$ cat config.mk
export PLATFORM = sky130hd
export DESIGN_NAME = axil_fifo_write_drainer_flat
export DESIGN_NICKNAME = d
export VERILOG_FILES = /design/src/rtl/axil_fifo_write_drainer_if.sv /design/src/rtl/axil_fifo_write_drainer.sv /design/src/flat_wrapper.sv
export SDC_FILE = /design/constraint.sdc
export NUM_CORES = 1
export LEC_CHECK = 0
export ABC_CLOCK_PERIOD_IN_PS = 2350
export CAP_MARGIN = 20
export CORE_ASPECT_RATIO = 0.9
export CORE_MARGIN = 1.5
export CORE_UTILIZATION = 43
export DETAILED_ROUTE_END_ITERATION = 8
export GPL_TIMING_DRIVEN = 0
export PLACE_DENSITY = 0.8
export SYNTH_ARGS = -nofsm -noshare
export SYNTH_HDL_FRONTEND = slang
export SYNTH_SLANG_ARGS = --single-unit
export TNS_END_PERCENT = 1
$ cat constraint.sdc
create_clock -name clk -period 2.35 [get_ports clk]
set_input_delay 0.235 -clock clk [delete_from_list [all_inputs] [get_ports clk]]
set_output_delay 0.235 -clock clk [all_outputs]
set_load 0.05 [all_outputs]
$ cat src/rtl/axil_fifo_write_drainer_if.sv
// Write-only AXI4-Lite channel bundle (AW, W, B) between the drainer and the interconnect.
// Latency: none, wires only.
// Backpressure: carried by the awready/wready valid-ready pairs and by bready for responses.
// Ports: master = drainer side (drives AW/W, accepts B); slave = interconnect side.
interface axil_fifo_write_drainer_if #(
    parameter int ADDR_W = 32,
    parameter int DATA_W = 32
);
    localparam int STRB_W = DATA_W / 8;

    logic [ADDR_W-1:0] awaddr;
    logic [2:0]        awprot;
    logic              awvalid;
    logic              awready;
    logic [DATA_W-1:0] wdata;
    logic [STRB_W-1:0] wstrb;
    logic              wvalid;
    logic              wready;
    logic [1:0]        bresp;
    logic              bvalid;
    logic              bready;

    modport master (
        output awaddr, awprot, awvalid,
        input  awready,
        output wdata, wstrb, wvalid,
        input  wready,
        input  bresp, bvalid,
        output bready
    );

    modport slave (
        input  awaddr, awprot, awvalid,
        output awready,
        input  wdata, wstrb, wvalid,
        output wready,
        output bresp, bvalid,
        input  bready
    );
endinterface

$ cat src/rtl/axil_fifo_write_drainer.sv
// Pops {addr,data,strb} entries from a show-ahead FIFO and issues one AXI4-Lite write per entry.
// Latency: pop -> AW/W valid next cycle; a zero-wait slave gives at least 4 cycles per entry.
// Backpressure: holds AW/W valid until accepted and waits for B; FIFO is popped only in IDLE.
// Ports: clk, resetn (sync, active-low), en, fifo_dout/fifo_empty/fifo_rd_en (FIFO read side),
//        m_axi (AXI-lite master), busy, wr_done, last_bresp, err_cnt, stall (status).
module axil_fifo_write_drainer #(
    parameter int  ADDR_W    = 32,
    parameter int  DATA_W    = 32,
    parameter int  ERR_CNT_W = 16,
    parameter int  STALL_CYC = 1024,
    localparam int STRB_W    = DATA_W / 8,
    localparam int ENTRY_W   = ADDR_W + DATA_W + STRB_W
) (
    input  logic                 clk,
    input  logic                 resetn,
    input  logic                 en,
    input  logic [ENTRY_W-1:0]   fifo_dout,
    input  logic                 fifo_empty,
    output logic                 fifo_rd_en,
    axil_fifo_write_drainer_if.master m_axi,
    output logic                 busy,
    output logic                 wr_done,
    output logic [1:0]           last_bresp,
    output logic [ERR_CNT_W-1:0] err_cnt,
    output logic                 stall
);
    localparam int WD_W = $clog2(STALL_CYC + 1);

    typedef enum logic [1:0] {
        IDLE = 2'd0,
        SEND = 2'd1,
        RESP = 2'd2
    } state_t;

    state_t               state_q;
    logic [ADDR_W-1:0]    awaddr_q;
    logic [DATA_W-1:0]    wdata_q;
    logic [STRB_W-1:0]    wstrb_q;
    logic                 awvalid_q;
    logic                 wvalid_q;
    logic                 bready_q;
    logic                 busy_q;
    logic                 wr_done_q;
    logic [1:0]           last_bresp_q;
    logic [ERR_CNT_W-1:0] err_cnt_q;
    logic [WD_W-1:0]      wd_cnt_q;
    logic [WD_W-1:0]      wd_cnt_d;
    logic                 stall_q;
    logic                 aw_ok;
    logic                 w_ok;

    // The pop has to be a same-cycle pulse on a show-ahead FIFO, so it is decoded from state.
    // Holding off while wr_done is high gives the completion its own cycle before the next pop.
    assign fifo_rd_en = resetn && (state_q == IDLE) && en && !fifo_empty && !wr_done_q;

    // A channel is finished once its valid has dropped or is being accepted this cycle.
    assign aw_ok = !awvalid_q || m_axi.awready;
    assign w_ok  = !wvalid_q  || m_axi.wready;

    // Watchdog saturates at the threshold so it can never wrap back below it.
    always_comb begin
        wd_cnt_d = wd_cnt_q;
        if (wd_cnt_q != WD_W'(STALL_CYC)) begin
            wd_cnt_d = wd_cnt_q + 1'b1;
        end
    end

    always_ff @(posedge clk) begin
        if (!resetn) begin
            state_q      <= IDLE;
            awaddr_q     <= '0;
            wdata_q      <= '0;
            wstrb_q      <= '0;
            awvalid_q    <= 1'b0;
            wvalid_q     <= 1'b0;
            bready_q     <= 1'b0;
            busy_q       <= 1'b0;
            wr_done_q    <= 1'b0;
            last_bresp_q <= 2'b00;
            err_cnt_q    <= '0;
            wd_cnt_q     <= '0;
            stall_q      <= 1'b0;
        end else begin
            wr_done_q <= 1'b0;
            case (state_q)
                IDLE: begin
                    if (fifo_rd_en) begin
                        awaddr_q  <= fifo_dout[ENTRY_W-1 -: ADDR_W];
                        wdata_q   <= fifo_dout[STRB_W +: DATA_W];
                        wstrb_q   <= fifo_dout[STRB_W-1:0];
                        awvalid_q <= 1'b1;
                        wvalid_q  <= 1'b1;
                        busy_q    <= 1'b1;
                        wd_cnt_q  <= '0;
                        stall_q   <= 1'b0;
                        state_q   <= SEND;
                    end
                end
                SEND: begin
                    wd_cnt_q <= wd_cnt_d;
                    stall_q  <= (wd_cnt_d >= WD_W'(STALL_CYC));
                    if (awvalid_q && m_axi.awready) begin
                        awvalid_q <= 1'b0;
                    end
                    if (wvalid_q && m_axi.wready) begin
                        wvalid_q <= 1'b0;
                    end
                    if (aw_ok && w_ok) begin
                        bready_q <= 1'b1;
                        state_q  <= RESP;
                    end
                end
                RESP: begin
                    // bready is always high here, so bvalid alone is the handshake.
                    if (m_axi.bvalid) begin
                        last_bresp_q <= m_axi.bresp;
                        if ((m_axi.bresp != 2'b00) && (err_cnt_q != '1)) begin
                            err_cnt_q <= err_cnt_q + 1'b1;
                        end
                        wr_done_q <= 1'b1;
                        bready_q  <= 1'b0;
                        busy_q    <= 1'b0;
                        wd_cnt_q  <= '0;
                        stall_q   <= 1'b0;
                        state_q   <= IDLE;
                    end else begin
                        wd_cnt_q <= wd_cnt_d;
                        stall_q  <= (wd_cnt_d >= WD_W'(STALL_CYC));
                    end
                end
                default: state_q <= IDLE;
            endcase
        end
    end

    assign m_axi.awaddr  = awaddr_q;
    assign m_axi.awprot  = 3'b000;
    assign m_axi.awvalid = awvalid_q;
    assign m_axi.wdata   = wdata_q;
    assign m_axi.wstrb   = wstrb_q;
    assign m_axi.wvalid  = wvalid_q;
    assign m_axi.bready  = bready_q;
    assign busy          = busy_q;
    assign wr_done       = wr_done_q;
    assign last_bresp    = last_bresp_q;
    assign err_cnt       = err_cnt_q;
    assign stall         = stall_q;
endmodule

$ cat src/flat_wrapper.sv
// flat-port wrapper written by rule: the top's interface ports become plain ports
module axil_fifo_write_drainer_flat 
#(
    parameter int  ADDR_W    = 32,
    parameter int  DATA_W    = 32,
    parameter int  ERR_CNT_W = 16,
    parameter int  STALL_CYC = 1024,
    localparam int STRB_W    = DATA_W / 8,
    localparam int ENTRY_W   = ADDR_W + DATA_W + STRB_W
)
  (clk, resetn, en, fifo_dout, fifo_empty, fifo_rd_en, busy, wr_done, last_bresp, err_cnt, stall, m_axi_awaddr, m_axi_awprot, m_axi_awvalid, m_axi_awready, m_axi_wdata, m_axi_wstrb, m_axi_wvalid, m_axi_wready, m_axi_bresp, m_axi_bvalid, m_axi_bready);
  axil_fifo_write_drainer_if #(.ADDR_W(ADDR_W), .DATA_W(DATA_W)) m_axi_i ();
  input  logic clk;
  input  logic resetn;
  input  logic en;
  input  logic [ENTRY_W-1:0] fifo_dout;
  input  logic fifo_empty;
  output logic fifo_rd_en;
  output logic busy;
  output logic wr_done;
  output logic [1:0] last_bresp;
  output logic [ERR_CNT_W-1:0] err_cnt;
  output logic stall;
  output wire logic [$bits(m_axi_i.awaddr)-1:0] m_axi_awaddr;
  output wire logic [$bits(m_axi_i.awprot)-1:0] m_axi_awprot;
  output wire logic [$bits(m_axi_i.awvalid)-1:0] m_axi_awvalid;
  input wire logic [$bits(m_axi_i.awready)-1:0] m_axi_awready;
  output wire logic [$bits(m_axi_i.wdata)-1:0] m_axi_wdata;
  output wire logic [$bits(m_axi_i.wstrb)-1:0] m_axi_wstrb;
  output wire logic [$bits(m_axi_i.wvalid)-1:0] m_axi_wvalid;
  input wire logic [$bits(m_axi_i.wready)-1:0] m_axi_wready;
  input wire logic [$bits(m_axi_i.bresp)-1:0] m_axi_bresp;
  input wire logic [$bits(m_axi_i.bvalid)-1:0] m_axi_bvalid;
  output wire logic [$bits(m_axi_i.bready)-1:0] m_axi_bready;
  assign m_axi_awaddr = m_axi_i.awaddr;
  assign m_axi_awprot = m_axi_i.awprot;
  assign m_axi_awvalid = m_axi_i.awvalid;
  assign m_axi_i.awready = m_axi_awready;
  assign m_axi_wdata = m_axi_i.wdata;
  assign m_axi_wstrb = m_axi_i.wstrb;
  assign m_axi_wvalid = m_axi_i.wvalid;
  assign m_axi_i.wready = m_axi_wready;
  assign m_axi_i.bresp = m_axi_bresp;
  assign m_axi_i.bvalid = m_axi_bvalid;
  assign m_axi_bready = m_axi_i.bready;
  axil_fifo_write_drainer #(.ADDR_W(ADDR_W), .DATA_W(DATA_W), .ERR_CNT_W(ERR_CNT_W), .STALL_CYC(STALL_CYC)) u_core (.clk(clk), .resetn(resetn), .en(en), .fifo_dout(fifo_dout), .fifo_empty(fifo_empty), .fifo_rd_en(fifo_rd_en), .m_axi(m_axi_i), .busy(busy), .wr_done(wr_done), .last_bresp(last_bresp), .err_cnt(err_cnt), .stall(stall));
endmodule
==> results.md, run 1 <==
Detailed routing:
- Dividing the detail-routed wire length by the instance count gives 14.3 um.
- The number of design-rule violations left by the first detailed-router iteration is between 100 and 150.
- The final routed wirelength across all metal layers is 11900 um.
- In the routed design, unresolved DRC markers number 0.
- The number of vias after detailed routing is 4206.
- The number of nets still failing antenna checks after routing is 0.
- The first-pass iteration count of the detailed router is 4.
- After detailed routing, the number of vias per cell comes to ~5.1.

Yosys:
- Counting flops with a built-in enable in the synthesized netlist gives 0.
- The biggest area consumer among synthesized cells is dfxtp_1.
- Counting flops with an async set or reset pin after synthesis yields a share of 0.
- The share of synthesized area in the top cell type comes to 0.492.
- The number of distinct standard cells referenced by the synthesized netlist is 50.
- Dividing the synthesized area by the synthesized cell count gives 8.23 um2.
- The number of cells produced by synthesis is 519.
- By area the synthesized netlist is led by dfxtp_1 49%, nand2_1 14%, a21oi_1 9.4%.
- After synthesis the cells add up to 4270 um2.
- Synthesis inferred about 110 register bits.
- The sequential-to-total area share from yosys stat is 0.492.
- The Yosys warning count is 0.
- The dominant synthesized flop cell is dfxtp_1.

GRT:
- The number of global-route vias before repair came to slightly below 4000.
- For this run the aggregate overflow at the end of global routing stands at 0.
- The pin count of the biggest net entering global routing is 19.
- The global-route wire length before repair is ~19000 um.
- For this run, the total global-route usage over all layers was measured as 0.228.
- The number of antenna violations at the first check in global routing came to 0.

Floorplan:
- From left edge to right edge, the die measures between 100 and 150 um.
- The die covers around 11000 um2.
- Measured along the y axis, the die boundary spans 97.5 um.
- The effective utilization at floorplan is 0.442.
- Pin placement for this block handled 173 I/O pins.
- The number of placement rows is 34.
- The core region is roughly 9700 um2.

Cells and area:
- The total inserted antenna cells is 0.
- The share of cells above drive strength 1 is 0.0637.
- The relative area change from synthesis to final layout is 47.9%.
- Leaving out fill and tap cells, the most frequent cells in the layout are 168 x clkdlybuf4s50_1, 154 x nand2_1, 105 x dfxtp_1.
- The finished layout holds 832 standard cells, fillers aside.
- The number of nets at the end of the flow is between 700 and 800.
- The library cell used most frequently in the layout, excluding fill and tap cells, is clkdlybuf4s50_1.

Placement:
- The number of port buffers is approximately 170.
- The number of instances in the placed design is 816.
- The half-perimeter wire length after detailed placement is 9040 um.
- The congestion estimate from routability-driven global placement came to 0.811.

Setup path:
- The setup path with the least slack is of type in -> out.
- The endpoint identified for the worst register-to-register timing path is u_core.wd_cnt_q[8].
- In this run the critical register-to-register path is launched from u_core.state_q[0].
- The number of cell instances on the worst register-to-register path is 7.
- Across all register-to-register paths, the minimum setup slack is 0.33 ns.
- The biggest fanout along the worst timing path is 10.
- The worst path required time is ~2.1 ns.
- The critical path data arrival time is 2.00 ns.
- STA classifies the critical path startpoint as an input port.
- The element type at the critical path end is an output port.
- The worst setup path startpoint is resetn.
- The capture point of the worst path is fifo_rd_en.

Power and ir drop:
- Summing internal, switching and leakage power gives 4.31 mW.
- For this design the static power due to leakage is 2.27 nW.
- The total power density per cell area is between 600 and 700 nW/um2.
- Across the VDD grid, the largest voltage drop is 376 uV.

Timing:
- The worst slew margin relative to its limit is 0.639.
- The max-slew violation total from the final report is 0.
- Setup repair after global routing left no endpoint under its margin.
- The time the final worst path needs with I/O delays and setup is 2.24 ns.
- The final clock skew is 0.0117 ns.
- At the pin with the least slew margin, the transition time is 0.527 ns.
- The total count of hold-check failures in the final report is 0.
- The final clock period utilization by the worst path is 0.953.
- The number of setup violations in the final report is 0.
- Based on the critical path, the design can be clocked at up to 447 MHz.

Clock network:
- The H-tree was split into 3 levels.
- The number of clock sinks is 105.
- The TritonCTS clock tree is built.
- The count of hold buffers inserted by post-cts repair is 0.
- Clock-pin slew was measured on the worst setup and hold paths at between 0.1 and 0.15 ns.
- The clock tree root driver cell is clkbuf_8.
- The number of CTS-inserted buffers is 9.
- The worst-case clock buffer depth is 2.
- Clock latency on the worst-skew pair, taken at its later pin, is 0.37 ns.

Min path:
- The min-delay analysis places its worst path in the category in -> reg.

Outcome:
- The run finished with clean final reports.

Run:
- The max-cap violation count is 0.
## cell families after synthesis
group,synth area share
mux,0.0120
other cells,0.000878
flops,0.492
xor+xnor,0.0308
compound gates,0.149
buf+inv,0.0404
simple gates,0.254
fa+ha+maj,0.0205
## Yosys cell counts (2+ instances only)
master	n
o211a_1	4
nor2b_1	3
dfxtp_1	105
nor3_1	6
nor2_1	22
nand4_1	5
a31oi_1	5
nand2_1	155
nand3_1	15
nor4_4	2
clkbuf_1	15
o31ai_1	2
inv_1	6
or3_1	2
a21oi_1	80
ha_1	7
xor2_1	2
mux2i_1	4
o21ai_0	9
buf_2	9
buf_4	5
nor4_1	3
nor4b_1	3
nand2b_1	4
xnor2_1	13
and3_1	8
o21bai_1	2
## critical path, cell delays in order
cell	delay (ns)
clkdlybuf4s50_1	0.57
and4bb_2	0.35
nand2_2	0.17
inv_2	0.18
buf_2	0.25
buf_4	0.24
## sequential cells by signal (all words and copies together), names as in the netlist
name	count
u_core.m_axi.wstrb	4
u_core.wd_cnt_q	11
u_core.m_axi.awvalid	1
u_core.wr_done	1
u_core.err_cnt	16
u_core.m_axi.bready	1
u_core.m_axi.wdata	32
u_core.m_axi.wvalid	1
u_core.last_bresp	2
u_core.state_q	2
u_core.busy	1
u_core.m_axi.awaddr	32
u_core.stall	1
## worst min-delay path by stage
stage,endpoint,depth (start not counted),slack [ns],start
after floorplan,u_core.m_axi.awaddr[0],2,0.37,fifo_dout[36]
after global placement,u_core.m_axi.wdata[11],2,0.44,u_core.m_axi.wdata[11]
after detailed placement,u_core.m_axi.wdata[15],2,0.45,u_core.m_axi.wdata[15]
after CTS,u_core.m_axi.wdata[14],3,0.39,fifo_dout[18]
after global routing,u_core.m_axi.wdata[19],3,0.38,fifo_dout[23]
final,u_core.m_axi.wdata[14],3,0.40,fifo_dout[18]
## power breakdown
group | internal (mW) | switching (mW)
Clock | 0.428 | 0.629
Combinational | 0.484 | 0.804
Sequential | 1.89 | 0.0756
Total | 2.81 | 1.51
## what timing repair did
action,in CTS,in global routing
gates resized for setup,7,1
setup buffers,0,0
setup endpoints to repair,1,1
hold endpoints to repair,0,0
## metrics by stage
step	util	instance area, um2	setup WS (ns)	hold slack (ns)	setup TNS [ns]
3_3_place_gp	0.634	6130	-0.604	0.441	-0.604
4_1_cts	0.654	6310	0.107	0.389	0
6_report	0.654	6320	0.110	0.400	0
3_5_place_dp	0.634	6130	-0.605	0.447	-0.605
5_1_grt	0.654	6320	0.0125	0.381	0
2_1_floorplan	-	4280	0.273	0.371	0
## area by class of cell
| type | instances | area [um2] |
|---|---|---|
| plain buffers | 30 | 143 |
| clock inverters | 6 | 50.0 |
| well taps | 126 | 158 |
| repair buffers | 169 | 1690 |
| clock buffers | 10 | 138 |
| fillers | 845 | 3340 |
| multi-input cells | 378 | 2010 |
| inverters | 8 | 30.0 |
| flip-flops and latches | 105 | 2100 |
## per-layer routing
metal  vias to the layer above  GRT usage  share of wire
met5                         -          0              0
met4                         0     0.0668          0.019
met3                        15     0.0691          0.070
met2                       122      0.380           0.49
met1                      1969      0.282           0.42
li1                       2100          -              -
Power figures use the tool's default switching activity.
==> inputs of run 2 (changes only) <==
Settings changed: ABC_CLOCK_PERIOD_IN_PS 2350 to 2820, CORE_UTILIZATION 43 to 46, PLACE_DENSITY 0.8 to 0.85, SLEW_MARGIN from default to 40.
Clock period 2.35 ns to 2.82 ns, I/O delays scaled along.
==> run 2 against run 1 <==
- largest cell class unchanged
- combinational power fell by 18%
- first-iteration DRC count rose by 26%
- power fell by 15%
- via count rose by 1.4%
- wire length rose by 0.77%
- clock-buffer cell count fell by 1
- largest power group unchanged
==> results.md, run 2 (same netlist as run 1, synthesis figures left out) <==
Cells and area:
- The library cells used most frequently in the layout, excluding fill and tap cells, are 168 x clkdlybuf4s50_1, 155 x nand2_1, 105 x dfxtp_1.
- The share of the core filled with cells in the final layout is 0.695.
- The number of antenna diodes in the final layout is 0.
- Once layout is done, the placed cells without fillers occupy 6320 um2.
- The share of cells above drive strength 1 is 0.0596.
- For this run, the post-layout net count is 785.
- The final-layout fill cell count is between 700 and 800.
- Leaving out fill and tap cells, the most frequent cell in the layout is clkdlybuf4s50_1.
- The relative area change from synthesis to final layout is 47.9%.

Power and ir drop:
- Of the total power, the share spent switching nets is 0.344.
- Dividing total power by cell area gives a power density of 578 nW/um2.
- Internal power comes to roughly 2.4 mW.
- The sequential group share of total power is 0.449.
- The share of total power in combinational logic is 0.290.
- The clock share of power is 0.261.
- In this run the static leakage power is 2.28 nW.
- The analysis attributes to net switching a power of 1.26 mW.
- After layout, the design draws a total of 3.65 mW.
- Across the VDD grid, the largest voltage drop is roughly 310 uV.

GRT:
- In the global route stage, met3 resource usage came out at 0.0649.
- The aggregate global routing overflow is 0.
- The pin count of the biggest net entering global routing is 19.
- The first global-routing pass estimated between 15000 and 20000 um of wire.
- The most utilized layer in the global route result is met2.
- For met1 alone, demand over resource in global routing was 0.284.
- The number of antenna violations at the first check in global routing is 0.
- The overall global routing resource usage is 0.235.
- The number of global-route vias before repair is 4075.
- The met2 track utilization from global routing is 0.402.

Detailed routing:
- The first-pass iteration count of the detailed router is 6.
- In the routed design, unresolved DRC markers number 0.
- For this block, the initial DRC count from the detailed router was 186.
- For this block, the routed nets add up to roughly 12000 um of wire.
- The number of vias after detailed routing is 4266.
- The routed length per placed instance is 14.5 um.
- The number of nets still failing antenna checks after routing is 0.
- The number of vias per cell is slightly above 5.

Setup path:
- Tracing the worst setup path back leads to its startpoint at resetn.
- The slack of the worst reg-to-reg path is 0.80 ns.
- The launch instance of the worst register-to-register path is u_core.state_q[0].
- The endpoint identified for the worst register-to-register timing path is u_core.wd_cnt_q[8].
- The critical path is of the in -> out type.
- The number of cell instances on the worst register-to-register path is 7.
- The worst setup path is launched from an input port.
- STA classifies the critical path endpoint as an output port.
- The critical path data arrival time is 2.27 ns.
- The biggest fanout along the worst timing path is 10.
- In this run the worst setup path terminates at fifo_rd_en.
- The worst path required time is 2.54 ns.

Floorplan:
- The region available for standard cell placement spans 9080 um2.
- The die extent in x is 105 um.
- The effective utilization at floorplan is 0.470.
- In this run the vertical extent of the chip is ~94 um.
- The die covers slightly below 10000 um2.
- Pin placement for this block handled 173 I/O pins.
- The floorplan has 33 rows.

Placement:
- Port buffering added around 170 buffers.
- Detailed placement ended at an HPWL of 9010 um.
- The post-detailed-placement cell area is around 6000 um2.
- Routability-driven placement finished with a final weighted congestion of 0.861.
- The worst setup slack before clock tree synthesis is -0.260 ns.

Timing:
- The number of setup violations in the final report is 0.
- The actual transition at the worst max-transition pin is 0.543 ns.
- In the finished design, the share of the clock period the worst path needs comes to 0.904.
- Headroom to the max-slew limit came out at 0.628.
- For the finished layout, the period the worst path requires is 2.55 ns.
- The final clock skew is 0.0146 ns.
- In the post-route analysis, the smallest setup slack over all paths is 0.270 ns.
- The max-slew violation total from the final report is 0.
- Timing would allow up to roughly 390 MHz.
- The total count of hold-check failures in the final report is 0.
- Setup repair after global routing left no endpoint under its margin.

Clock network:
- Buffers inserted to repair hold after CTS numbered 0.
- For the worst-skew pair, the clock arrives at the later sink with an insertion delay of 0.36 ns.
- The number of clock sinks is 105.
- Clock-pin slew was measured on the worst setup and hold paths at 0.11 ns.
- The number of CTS-inserted buffers is 9.
- The number of setup buffers added after CTS is 0.
- The tree is rooted in a clkbuf_8.
- In this run the deepest clock path goes through 2 buffers.
- CTS built an H-tree with a depth of 3.
- TritonCTS built the clock tree.

Outcome:
- The run finished with clean final reports.

Min path:
- The path class of the tightest hold or removal check is in -> reg.

Run:
- Max-cap violations in this run came to 0.
==> run 2: stage by stage <==
step / cells / setup TNS (ns) / hold WS, ns
after global routing: 827 / 0 / 0.460
after global placement: 812 / -0.228 / 0.441
after CTS: 827 / 0 / 0.448
after floorplan: 521 / 0 / 0.418
after detailed placement: 812 / -0.260 / 0.446
final: 827 / 0 / 0.457
==> run 2: repair_timing <==
action                                  4_1_cts  5_1_grt
cloned                                        0        0
resized for setup                             1        2
endpoints found under the setup margin        1        1
==> run 2: layout make-up <==
type | instances | area [um2] | share of cell area
tap | 122 | 153 | 0.0242
multi-input combinational | 378 | 2000 | 0.317
clock buffer | 9 | 124 | 0.0196
inverter | 8 | 30.0 | 0.00475
timing repair buffer | 169 | 1690 | 0.267
buffer | 30 | 143 | 0.0226
sequential | 105 | 2100 | 0.333
clock inverter | 6 | 76.3 | 0.0121
==> run 2: power by group through the flow <==
stage / logic (mW) / registers [mW] / clock network (mW)
2_1_floorplan: 0.398 / 1.94 / 0
3_3_place_gp: 1.02 / 1.67 / 0
3_5_place_dp: 1.06 / 1.67 / 0
4_1_cts: 1.06 / 1.64 / 0.969
5_1_grt: 1.14 / 1.65 / 1.02
6_report: 1.06 / 1.64 / 0.953
==> run 2: how the worst min path moves through the flow <==
stage                                  from                 endpoint  slack [ns]  cells after the start
floorplan                     fifo_dout[36]   u_core.m_axi.awaddr[0]        0.42                      2
global placement    u_core.m_axi.awaddr[11]  u_core.m_axi.awaddr[11]        0.44                      2
detailed placement    u_core.m_axi.wdata[1]    u_core.m_axi.wdata[1]        0.45                      2
CTS                           fifo_dout[20]   u_core.m_axi.wdata[16]        0.45                      3
global route                  fifo_dout[66]  u_core.m_axi.awaddr[30]        0.46                      3
finish                        fifo_dout[16]   u_core.m_axi.wdata[12]        0.46                      3
==> run 2: layer usage <==
layer  up-vias  part of all wire
li1       2096                 -
met5         -                 0
met1      1992              0.42
met3        21             0.072
met2       157              0.49
met4         0             0.022
==> run 2: critical path, cell delays in order <==
cell	delay, ns
clkdlybuf4s50_1	0.60
and4bb_2	0.34
nand2_1	0.23
inv_2	0.23
buf_2	0.26
clkbuf_2	0.33
==> inputs of run 3 (changes only) <==
Settings changed: SKIP_CTS_REPAIR_TIMING from default to 1.
==> results of run 3 <==
Final layout, timing and power as in run 2 (identical DEF).
Main changes from that run: met1 usage 0.284 -> 0.283
==> RTL edit 1: new RTL, config.mk and constraints of run 1 <==
`DATA_W` is set to 32 in 3 places; all go to 28.
--- a/src/rtl/axil_fifo_write_drainer_if.sv
+++ b/src/rtl/axil_fifo_write_drainer_if.sv
@@ -6,3 +6,3 @@
     parameter int ADDR_W = 32,
-    parameter int DATA_W = 32
+    parameter int DATA_W = 28
 );
--- a/src/rtl/axil_fifo_write_drainer.sv
+++ b/src/rtl/axil_fifo_write_drainer.sv
@@ -7,3 +7,3 @@
     parameter int  ADDR_W    = 32,
-    parameter int  DATA_W    = 32,
+    parameter int  DATA_W    = 28,
     parameter int  ERR_CNT_W = 16,
--- a/src/flat_wrapper.sv
+++ b/src/flat_wrapper.sv
@@ -4,3 +4,3 @@
     parameter int  ADDR_W    = 32,
-    parameter int  DATA_W    = 32,
+    parameter int  DATA_W    = 28,
     parameter int  ERR_CNT_W = 16,
Ports: changed (resized fifo_dout, m_axi_wdata and m_axi_wstrb); port bits go from 173 to 163. No check against the original RTL was run, so the function may have changed too.
==> RTL edit 1 against run 1 <==
- wire length is 0.99% lower
- power decreased by 3.7%
- hold slack better by 9.5 ps
- sequential share of layout area decreased by 0.73 points
- largest cell class unchanged
- highest routed layer unchanged
- clock skew about the same
- sequential cell count decreased by 5
- area after synthesis fell by 1.5%
- worst setup slack better by 180 ps
- final area decreased by 2.6%
==> RTL edit 1: results (changes against run 1) <==
metric,value,unit,change
dr.pass1.iters,5,,+1
grt_pass1_vias,4047,,+3.4%
worstMarginPinSlew,645,ps,+118 ps
slowest_stage,dfxtp_1,,
syn_area_per_cell,8.31,µm²,+1.1%
place_area,5960,µm²,-2.7%
dp_slack,-179,ps,+426 ps
io_buffers,159,,-5.9%
dp_hpwl,8910,µm,-1.5%
layout-drive-gt1-share,0.0835,,+0.0197
crit_type,reg2out,,
drt_iter0_drc,309,,+110%
wire_per_inst,14.6,µm,+1.8%
skew,12.0,ps,+0.259 ps
arrival,1820,ps,-180 ps
synth_cell_types,56,,+12%
synth_seq_area_share,0.476,,-0.0165
fin_nets,757,,-3.6%
status,finished clean,,
place_congestion,0.850,,+4.8%
post_cts_resized,1,,-6
drt_wl_total,11800,µm,-0.99%
synthTopCellsByCount,"nand2_1, dfxtp_1, a21oi_1, nor2_1",,
synth_compound_area_frac,0.175,,+0.0257
num_vias,4186,,-0.48%
globalRouteMet2Util,0.405,,+0.0250
==> RTL edit 1: cell count changes after synthesis, moves of 5 or more <==
cell      delta
nand2_1     -14
xnor2_1     -10
clkbuf_1     -6
xor2_1       +6
a21oi_1      -5
dfxtp_1      -5
nor2_1       +5
o211ai_1     +5
==> RTL edit 1: routing by layer <==
layer	part of all wire	up-vias
li1	-	2061
met1	0.42	1952
met2	0.50	148
met3	0.062	25
met4	0.023	0
met5	0	-
==> RTL edit 1: area by class of cell <==
class / instances / area (µm²)
buffer: 30 / 176
clock buffer: 10 / 138
clock inverter: 6 / 55.1
fill: 803 / 3420
inverter: 10 / 37.5
multi-input combinational: 368 / 2000
sequential: 100 / 2000
tap: 126 / 158
timing repair buffer: 159 / 1590
==> RTL edit 1: worst reg2reg max path: cells and delay by family, from the launching register on <==
kind | cells | cell delay [ps]
fa+ha+maj | 1 | 200
simple gates | 1 | 200
flops | 1 | 360
buf+inv | 2 | 250
compound gates | 4 | 850
==> RTL edit 1: worst paths after layout <==
check,slack [ps],end,start,depth (start not counted)
min,410,u_core.m_axi.awaddr[20]$_SDFFE_PN0P_,fifo_dout[51],3
max,300,fifo_rd_en,u_core.state_q[1]$_SDFFE_PN0P_,6
min reg2reg,460,u_core.m_axi.awaddr[2]$_SDFFE_PN0P_,u_core.m_axi.awaddr[2]$_SDFFE_PN0P_,2
max reg2reg,340,u_core.wd_cnt_q[6]$_SDFFE_PN0P_,u_core.state_q[0]$_SDFFE_PN0P_,8
==> RTL edit 1: power by group <==
group / switching [mW] / internal, mW / total (mW)
registers: 0.0731 / 1.80 / 1.87
logic: 0.760 / 0.465 / 1.22
clock network: 0.624 / 0.435 / 1.06
total: 1.46 / 2.70 / 4.15
==> RTL edit 2: new RTL, settings of run 1 <==
Without the edit above. Encoding of `state_t`: now one-hot (3 bits for 3 states).
--- a/src/rtl/axil_fifo_write_drainer.sv
+++ b/src/rtl/axil_fifo_write_drainer.sv
@@ -28,6 +28,6 @@
 
-    typedef enum logic [1:0] {
-        IDLE = 2'd0,
-        SEND = 2'd1,
-        RESP = 2'd2
+    typedef enum logic [2:0] {
+        IDLE = 3'b001,
+        SEND = 3'b010,
+        RESP = 3'b100
     } state_t;
Function: no difference found for any inputs over 4 cycles, from zero or initial values and one cycle with resetn low; so few cycles prove little.
==> RTL edit 2 against run 1 <==
- worst setup slack worse by 24 ps
- sequential cell count is 1 higher
- critical path depth is 1 higher
- area after synthesis is 1.2% higher
- largest cell class unchanged
- count of clock-buffer cells in the layout is 2 higher
- synthesized cell count is 3.9% higher
- final area is 1.2% higher
- wire length is 5.1% higher
- cell count is 2.4% higher
Power is not compared: it rests on default switching activity, and its combinational part moved more than twofold at a synthesized area within 25%.
==> RTL edit 2: results (changes against run 1) <==
metric,value,unit,change
place_area,6180,µm²,+0.82%
cp_max_fo,10,,unchanged
place_congestion,0.875,,+7.9%
grt.total_usage,0.240,,+0.0121
ys_top_cells_by_area,"dfxtp_1, nand2_1, a21oi_1",,
status,finished clean,,
dr.pass1.iters,5,,+1
leakage,2.18,nW,
power.total,3.48,mW,
synth_xor_area_frac,0.00406,,-0.0267
grt_pass1_wl,20400,µm,+6.1%
synth_cell_types,49,,-2.0%
synthMuxAreaShare,0.0139,,+0.00189
grt_pass1_vias,4264,,+8.9%
synth_compound_area_frac,0.160,,+0.0107
place_inst,836,,+2.5%
num_vias,4438,,+5.5%
skew,9.15,ps,-2.59 ps
ff2ff_path_depth,6,,-1
synth_seq_area_share,0.491,,-0.00107
fin_nets,801,,+2.0%
synth-adder-area-share,0.00869,,-0.0118
relSlewSlack,0.526,,-0.112
synthTopCellsByCount,"nand2_1, dfxtp_1, a21oi_1, clkbuf_1, nand3_1",,
layout-drive-gt1-share,0.0496,,-0.0142
slowest_delay,650,ps,+80 ps
grt_max_degree,18,,-1
dp_hpwl,9440,µm,+4.4%
dp_slack,-528,ps,+76.9 ps
drt_wl_total,12500,µm,+5.1%
arrival,2570,ps,+570 ps
syn-instance-count,539,,+3.9%
drt_iter0_drc,234,,+58%
[RTL edit 2: cell types whose count changed in the layout (fill, tap and decap cells not counted), moves of 8 or more]
cell | before | now
clkbuf_2 | 0 | 8
xnor2_1 | 13 | 2
or4_1 | 0 | 9
a21oi_1 | 80 | 90
o31ai_1 | 2 | 10
nor2_1 | 22 | 14
[RTL edit 2: worst paths after layout]
kind | slack (ps) | from | end
worst max-delay path | 90 | resetn | u_core.m_axi.wdata[31]$_SDFFE_PN0P_
worst min-delay path | 410 | fifo_dout[8] | u_core.m_axi.wdata[4]$_SDFFE_PN0P_
worst max register to register | 200 | u_core.state_q[1]$_SDFFE_PN0P_ | u_core.err_cnt[15]$_SDFFE_PN0P_
worst min register to register | 460 | u_core.m_axi.wdata[14]$_SDFFE_PN0P_ | u_core.m_axi.wdata[14]$_SDFFE_PN0P_
[RTL edit 2: area by class of cell]
| type | instances | area (µm²) |
|---|---|---|
| buffer | 37 | 171 |
| clock buffer | 12 | 155 |
| clock inverter | 4 | 33.8 |
| fill | 823 | 3300 |
| inverter | 10 | 37.5 |
| multi-input combinational | 388 | 2030 |
| sequential | 106 | 2120 |
| tap | 126 | 158 |
| timing repair buffer | 169 | 1690 |
[RTL edit 2: where the power goes]
part / leakage, nW / total (mW) / internal, mW / switching (mW)
logic: 1.23 / 0.534 / 0.226 / 0.307
registers: 0.859 / 1.86 / 1.84 / 0.0232
clock network: 0.0989 / 1.09 / 0.456 / 0.632
[RTL edit 2: timing repair]
item / in CTS / in global routing
setup buffers: 0 / 0
setup endpoints to repair: 78 / 47
resized for setup: 5 / 12
[RTL edit 2: per-layer routing]
layer	up-vias	share of wire	track usage
met5	-	0	0
met4	0	0.015	0.0769
met3	16	0.068	0.0788
met2	130	0.49	0.406
met1	2084	0.43	0.286
li1	2208	-	-
